## src/rtl/tt_opacc_drain.sv

```systemverilog
// Drain stage for the outer-product accumulator. A drain command makes it walk
// the rows of one mreg through the accumulator's combinational read port. Rows
// go through a 2-entry FIFO onto a valid/ready row stream, so a stalled
// consumer never loses a row. busy/mreg status tells upstream issue logic which
// mreg must not be accumulated into while it is being drained.
module tt_opacc_drain #(
    parameter int vl              = 4,
    parameter int ml              = 4,
    parameter int NUM_MREGS       = 2,
    parameter int XLEN            = 64,
    parameter int MREG_ADDR_WIDTH = $clog2(NUM_MREGS),
    parameter int ROW_ADDR_WIDTH  = $clog2(ml),
    parameter int ROW_CNT_WIDTH   = $clog2(ml + 1)
) (
    input  logic                                      i_clk,
    input  logic                                      i_reset,
    input  logic                                      i_cmd_valid,
    output logic                                      o_cmd_ready,
    input  logic [MREG_ADDR_WIDTH-1:0]                i_cmd_mreg,
    input  logic [ROW_CNT_WIDTH-1:0]                  i_cmd_rows,
    output logic [MREG_ADDR_WIDTH+ROW_ADDR_WIDTH-1:0] o_rdaddr,
    input  logic [vl*XLEN-1:0]                        i_rdata,
    output logic                                      o_row_valid,
    input  logic                                      i_row_ready,
    output logic [vl*XLEN-1:0]                        o_row_data,
    output logic [ROW_ADDR_WIDTH-1:0]                 o_row_idx,
    output logic                                      o_row_last,
    output logic                                      o_busy,
    output logic [MREG_ADDR_WIDTH-1:0]                o_busy_mreg
);

    typedef enum logic [1:0] {IDLE, READ, FLUSH} state_e;

    typedef struct packed {
        logic [vl*XLEN-1:0]        data;
        logic [ROW_ADDR_WIDTH-1:0] idx;
        logic                      last;
    } row_t;

    state_e                     state_q, state_d;
    logic [MREG_ADDR_WIDTH-1:0] mreg_q, mreg_d;
    logic [ROW_ADDR_WIDTH-1:0]  row_ptr_q, row_ptr_d;
    logic [ROW_CNT_WIDTH-1:0]   nrows_q, nrows_d;

    row_t [1:0]                 fifo_q, fifo_d;
    logic                       wr_ptr_q, wr_ptr_d;
    logic                       rd_ptr_q, rd_ptr_d;
    logic [1:0]                 count_q, count_d;

    logic                       pop;
    logic                       push;
    logic                       is_last;

    // Handshake and status outputs; forced low during a reset cycle.
    always_comb begin
        o_row_valid = (count_q != 2'd0) && !i_reset;
        o_cmd_ready = (state_q == IDLE) && !i_reset;
        o_busy      = ((state_q != IDLE) || (count_q != 2'd0)) && !i_reset;
        o_busy_mreg = mreg_q;
        // The row pointer stops on the last row, so the address holds outside READ.
        o_rdaddr    = {mreg_q, row_ptr_q};
        o_row_data  = fifo_q[rd_ptr_q].data;
        o_row_idx   = fifo_q[rd_ptr_q].idx;
        o_row_last  = fifo_q[rd_ptr_q].last;
        pop         = o_row_valid && i_row_ready;
        // A full FIFO can still take a row in a cycle where it is also popped.
        push        = (state_q == READ) && ((count_q != 2'd2) || pop);
        is_last     = (ROW_CNT_WIDTH'(row_ptr_q) == (nrows_q - ROW_CNT_WIDTH'(1)));
    end

    // Command sequencing: accept, walk the rows, then wait for the FIFO to drain.
    always_comb begin
        state_d   = state_q;
        mreg_d    = mreg_q;
        row_ptr_d = row_ptr_q;
        nrows_d   = nrows_q;
        unique case (state_q)
            IDLE: begin
                if (i_cmd_valid) begin
                    mreg_d    = i_cmd_mreg;
                    row_ptr_d = '0;
                    if ((i_cmd_rows == '0) || (i_cmd_rows > ROW_CNT_WIDTH'(ml)))
                        nrows_d = ROW_CNT_WIDTH'(ml);
                    else
                        nrows_d = i_cmd_rows;
                    state_d = READ;
                end
            end
            READ: begin
                if (push) begin
                    if (is_last) state_d = FLUSH;
                    else         row_ptr_d = row_ptr_q + ROW_ADDR_WIDTH'(1);
                end
            end
            FLUSH: begin
                if (count_d == 2'd0) state_d = IDLE;
            end
            default: state_d = IDLE;
        endcase
    end

    // Two-entry circular FIFO; the entry at rd_ptr is the registered output.
    always_comb begin
        fifo_d   = fifo_q;
        wr_ptr_d = wr_ptr_q;
        rd_ptr_d = rd_ptr_q;
        if (push) begin
            fifo_d[wr_ptr_q].data = i_rdata;
            fifo_d[wr_ptr_q].idx  = row_ptr_q;
            fifo_d[wr_ptr_q].last = is_last;
            wr_ptr_d              = ~wr_ptr_q;
        end
        if (pop) rd_ptr_d = ~rd_ptr_q;
        count_d = count_q + {1'b0, push} - {1'b0, pop};
    end

    // State registers; a reset drops all queued rows.
    always_ff @(posedge i_clk) begin
        if (i_reset) begin
            state_q   <= IDLE;
            mreg_q    <= '0;
            row_ptr_q <= '0;
            nrows_q   <= '0;
            fifo_q    <= '0;
            wr_ptr_q  <= 1'b0;
            rd_ptr_q  <= 1'b0;
            count_q   <= 2'd0;
        end else begin
            state_q   <= state_d;
            mreg_q    <= mreg_d;
            row_ptr_q <= row_ptr_d;
            nrows_q   <= nrows_d;
            fifo_q    <= fifo_d;
            wr_ptr_q  <= wr_ptr_d;
            rd_ptr_q  <= rd_ptr_d;
            count_q   <= count_d;
        end
    end

endmodule
```

## config.mk

```make
export PLATFORM = sky130hd
export DESIGN_NAME = tt_opacc_drain
export DESIGN_NICKNAME = d
export VERILOG_FILES = /design/src/rtl/tt_opacc_drain.sv
export SDC_FILE = /design/constraint.sdc
export NUM_CORES = 1
export LEC_CHECK = 0
export ABC_CLOCK_PERIOD_IN_PS = 2250
export BUFFER_PORTS_ARGS = -buffer_cell sky130_fd_sc_hd__clkbuf_2
export CORE_ASPECT_RATIO = 0.5
export CORE_MARGIN = 2
export CORE_UTILIZATION = 35
export CTS_BUF_LIST = sky130_fd_sc_hd__clkbuf_4
export DETAILED_ROUTE_END_ITERATION = 6
export SKIP_CTS_REPAIR_TIMING = 1
export SLEW_MARGIN = 20
export SYNTH_ARGS = -nofsm -noshare
export SYNTH_HDL_FRONTEND = slang
export SYNTH_SLANG_ARGS = --single-unit
```

## constraint.sdc

```tcl
create_clock -name i_clk -period 2.25 [get_ports i_clk]
set_input_delay 0.1125 -clock i_clk [delete_from_list [all_inputs] [get_ports i_clk]]
set_output_delay 0.1125 -clock i_clk [all_outputs]
set_load 0.02 [all_outputs]
```

==> Word-level counts from Yosys, hierarchy flattened <==
Cells that the tools add are included.
{ "op_classes": {"magnitude_cmp": 4, "n_reduce_logical": 19, "muxes": 21, "add_sub_neg": 4, "bitwise": 2, "n_eq_ne": 9} }
{ "ops": {"columns": ["operator", "n"], "rows": [
  ["518-bit bitwise mux", 3],
  ["259-bit demux with 1-bit select", 3],
  ["259-bit two-way mux", 3],
  ["2-bit two-way mux", 7],
  ["2-bit != test (second input constant)", 6],
  ["4-bit AND reduction", 2],
  ["1-bit logical AND", 6],
  ["3-bit two-way mux", 2],
  ["2-bit case mux with 3 select lines", 1],
  ["2-bit nonzero test", 3],
  ["2-bit logical NOT", 2],
  ["1-bit by 2-bit < comparator with 1-bit output (second input constant)", 2],
  ["2-bit case mux with 2 select lines", 1],
  ["2-bit by 3-bit == test with 1-bit output", 1],
  ["3-bit > comparator (second input constant)", 1],
  ["3-bit logical NOT", 1],
  ["1-bit logical OR", 3],
  ["3-bit by 1-bit subtractor with 3-bit output (second input constant)", 1],
  ["2-bit by 1-bit adder with 2-bit output", 1],
  ["2-bit by 1-bit adder with 2-bit output (second input constant)", 1],
  ["2-bit by 1-bit == test with 1-bit output (second input constant)", 1],
  ["2-bit == test (second input constant)", 1],
  ["1-bit inverter", 2],
  ["2-bit AND reduction", 1],
  ["4 further kinds", 4]
]} }
{ "word_totals": {"inputBits": 264, "regBits": 530, "wordCells": 72, "out_inout_bits": 266} }

==> Longest topological paths before layout <==
{ "logic_depth": {"word_depth": 10, "depth_mapped": 9, "ltp_nobuf": 9} }

==> Least setup slack after synthesis <==
No wires, ideal clock.
{ "synth_path": {"path_type": "register to register", "from": "reg count_q[1]", "to": "reg state_q[1]", "path_stages_with_launch": 10, "setup_time_ps": 132, "path_buffers": 0, "setup_slack_ps": 420, "t_required_ps": 2118, "t_arrival_ps": 1698, "period_less_slack_ps": 1830, "cell_sequence": "dfxtp_1 -> o21ba_2 -> and2_1 -> ha_1 -> inv_1 -> ha_1 -> xnor2_1 -> xnor2_1 -> o21ai_0 -> a21oi_1"} }
{ "synth_via": {"elab_chain_cells": 10, "elab_cells_between_ends": 12, "cone_classes": "2 x add/sub; 3 x eq/ne; 7 x reduce/logical"} }
{ "synth_rtl": {"columns": ["element", "line", "rtl"], "rows": [
  ["start: declaration", "48", "logic [1:0] count_q, count_d;"],
  ["start signal: assignment", "136", "count_q <= count_d;"],
  ["2-bit nonzero test *", "56", "o_row_valid = (count_q != 2'd0) && !i_reset;"],
  ["1-bit logical AND *", "56", null],
  ["net o_row_valid", "23", "output logic o_row_valid,"],
  ["1-bit logical AND *", "65", "pop = o_row_valid && i_row_ready;"],
  ["net pop", "50", "logic pop;"],
  ["1-bit logical OR", "67", "push = (state_q == READ) && ((count_q != 2'd2) || pop);"],
  ["1-bit logical AND", "67", null],
  ["2-bit by 1-bit adder with 2-bit output", "114", "count_d = count_q + {1'b0, push} - {1'b0, pop};"],
  ["2-bit by 1-bit subtractor with 2-bit output", "114", null],
  ["2-bit logical NOT", "96", "if (count_d == 2'd0) state_d = IDLE;"],
  ["2-bit != test (no source line)", null, null],
  ["4-bit AND reduction (no source line) *", null, null],
  ["end signal: assignment", "129", "state_q <= state_d;"],
  ["end: declaration", "40", "state_e state_q, state_d;"]
]} }
The timed path passes the listed nets; every way through them passes the cells marked *.
A chain may end at the register's enable or synchronous reset.

==> Worst setup path after layout <==
{ "layout_path": {"from": "reg rd_ptr_q", "to": "out o_row_data[155]"} }
{ "layout_via": {"elab_chain_cells": 2} }
{ "layout_rtl": {"columns": ["element", "line", "rtl"], "rows": [
  ["start: declaration", "47", "logic rd_ptr_q, rd_ptr_d;"],
  ["start signal: assignment", "135", "rd_ptr_q <= rd_ptr_d;"],
  ["259-bit two-way mux (2 in series)", null, null],
  ["end: declaration", "25", "output logic [vl*XLEN-1:0] o_row_data,"]
]} }
No other way between the ends. The select of a mux whose other input is x is not followed.

==> reports/qor.csv <==
metric,value,unit
status,"finished, violations left",
violations,"design-rule violations, negative setup slack",
syn-mean-instance-area,8.17,um^2
clock-skew-final,51.9,ps
drt-total-wl,72.8,mm
vias,21200,
std_cell_rows,63,
synthToLayoutAreaGrowth,42.2,%
dr.pass1.iters,7,
cts_tree,done,
final_area,30400,um^2
start_util,0.357,
crit_type,register to output port,
syn_inst,2613,
routabilityCongestion,0.825,
grtUsageTotal,0.200,
clock_path_buffers,3,
slew_viol_final,0,
end_kind,output port,
grt_start_max_net_pins,200,
hold_path.class,input port to register,
ys_types,35,
power.density,761,nW/um^2
overflow,0,
via_per_inst,4.87,
syn-cell-area,21400,um^2
yosysWarnings,0,
grt_pass1_vias,18300,
clock_latency,840,ps
hold_violations,0,
drtAntennaViolNets,0,
die_y,179,um
max_slew_margin,0.292,
critical_path.startpoint_type,register,
maxCapViolCount,0,
clock_tree.htree_level_count,4,
core,59700,um^2
tightest_slew,1060,ps
cp_max_fo,7,
ys_seq_area_frac,0.497,
required,2140,ps
cts_buffers,132,
leakage,0.0124,uW
final_core_util,0.508,
fin_ws,-38.0,ps
grt_pass1_wl,100,mm
final_nets,3701,
numClockSinks,530,
ys_seq_elements,530,
dp_hpwl,42.9,mm
drt_first_iter_violations,1437,
fin_crit_sh,1.02,
drive_gt1_frac,0.303,
portBuffers,529,
drc_errors,8,
rsz0062_at_grt,true,
antenna_found_initial,10,
pin_count,530,
clk_pin_slew_worst_paths,70,ps
die_area,63100,um^2
clockRootBuffer,clkbuf_4,
max_freq,437,MHz
detail_route.wl_per_cell,16.8,um
fin_setup_tns,-1140,ps
setup-violations-final,104,
peakVddDrop,341,uV
timing.final.crit_period,2290,ps
die_w,353,um
post-place-ws,262,ps
crit_arrival,2180,ps
dpl_cell_area,24800,um^2
syn_nets,2881,
-- registers in the layout, indices dropped and copies added (netlist names) --
register	flops
count_q	2
fifo_q	518
nrows_q	3
o_busy_mreg	1
rd_ptr_q	1
row_ptr_q	2
state_q	2
wr_ptr_q	1
-- layout make-up --
class	instances	area, um^2
sequential	530	10600
timing repair buffer	889	7080
multi-input combinational	1875	10000
inverter	5	18.8
clock inverter	37	204
antenna	11	27.5
fill	5668	29400
clock buffer	185	1390
tap	812	1020
-- worst paths after layout --
path / slack, ps / from / cells after the start / to
setup / recovery: -40 / rd_ptr_q$_SDFFE_PP0P_ / 5 / o_row_data[155]
hold / removal: 60 / i_rdata[203] / 4 / fifo_q[465]$_SDFFE_PP0P_
setup reg to reg: 80 / state_q[0]$_SDFFE_PP0P_ / 6 / nrows_q[0]$_SDFFE_PP0P_
hold reg to reg: 450 / fifo_q[485]$_SDFFE_PP0P_ / 2 / fifo_q[485]$_SDFFE_PP0P_
-- per-layer routing --
metal / up-vias / global-route usage / routed length, um
li1: 10300 / - / -
met5: - / 0 / 0
met2: 624 / 0.347 / 37300
met4: 0 / 0.138 / 4330
met3: 265 / 0.0460 / 3300
met1: 9969 / 0.221 / 27900
-- report_power, final --
group,total [uW],internal (uW),switching (uW)
sequential,10200,9900,262
combinational,4950,2190,2760
clock,8010,4010,4000
total,23100,16100,7020
-- synth_stat cells (all sizes together) --
cell type | instances | area, um^2
a21oi | 524 | 2620
xor2 | 1 | 8.76
inv | 5 | 18.8
o21ai | 3 | 15.0
nor3b | 1 | 7.51
or2 | 1 | 6.26
nor3 | 2 | 10.0
nand2 | 1042 | 3910
nand3b | 1 | 7.51
ha | 4 | 50.1
and2b | 1 | 7.51
o21bai | 1 | 7.51
nand2b | 5 | 31.3
buf | 114 | 576
a211oi | 2 | 20.0
dfxtp | 530 | 10600
and2 | 1 | 6.26
xnor2 | 5 | 43.8
nand3 | 1 | 5.00
o21ba | 1 | 10.0
clkbuf | 89 | 334
o211a | 1 | 10.0
mux2 | 259 | 2920
nor2 | 6 | 22.5
o31ai | 1 | 7.51
nor2b | 5 | 31.3
o211ai | 3 | 27.5
a211o | 1 | 8.76
or3 | 1 | 6.26
or4 | 1 | 7.51
o41ai | 1 | 8.76
-- critical path: stages (launching register included) --
cell       delay [ps]
dfxtp_4           460
buf_4             170
clkbuf_16         150
buf_4             110
mux2_2            330
clkbuf_2          170
-- placed cells by master (no fill, tap or decap), drive strengths merged, types with 2 or more instances in the layout --
master	count
a211oi	2
a21oi	524
buf	177
bufinv	2
clkbuf	610
clkinv	26
clkinvlp	2
dfxtp	530
diode	11
dlygate4sd3	287
ha	4
inv	12
mux2	259
nand2	1042
nand2b	5
nor2	6
nor2b	5
nor3	2
o211ai	3
o21ai	3
xnor2	5
-- cells by family (layout without fill, tap and decap cells) --
kind of cell / count (synthesis) / after routing / share of synthesized area
simple gates: 1068 / 1068 / 0.190
compound gates: 538 / 538 / 0.128
flops: 530 / 530 / 0.497
mux: 259 / 259 / 0.137
buf+inv: 208 / 1116 / 0.0435
xor+xnor: 6 / 6 / 0.00246
fa+ha+maj: 4 / 4 / 0.00234
other cells: 0 / 11 / 0
-- through the flow --
stage | hold WS [ps] | std cells | power [uW]
floorplan | 248 | 2613 | 12800
global placement | 349 | 3792 | 14300
detailed placement | 355 | 3792 | 14300
CTS | -605 | 4014 | 22400
global route | -17.5 | 4341 | 24300
finish | 55.9 | 4344 | 23100
(Power assumes the default switching activity.)
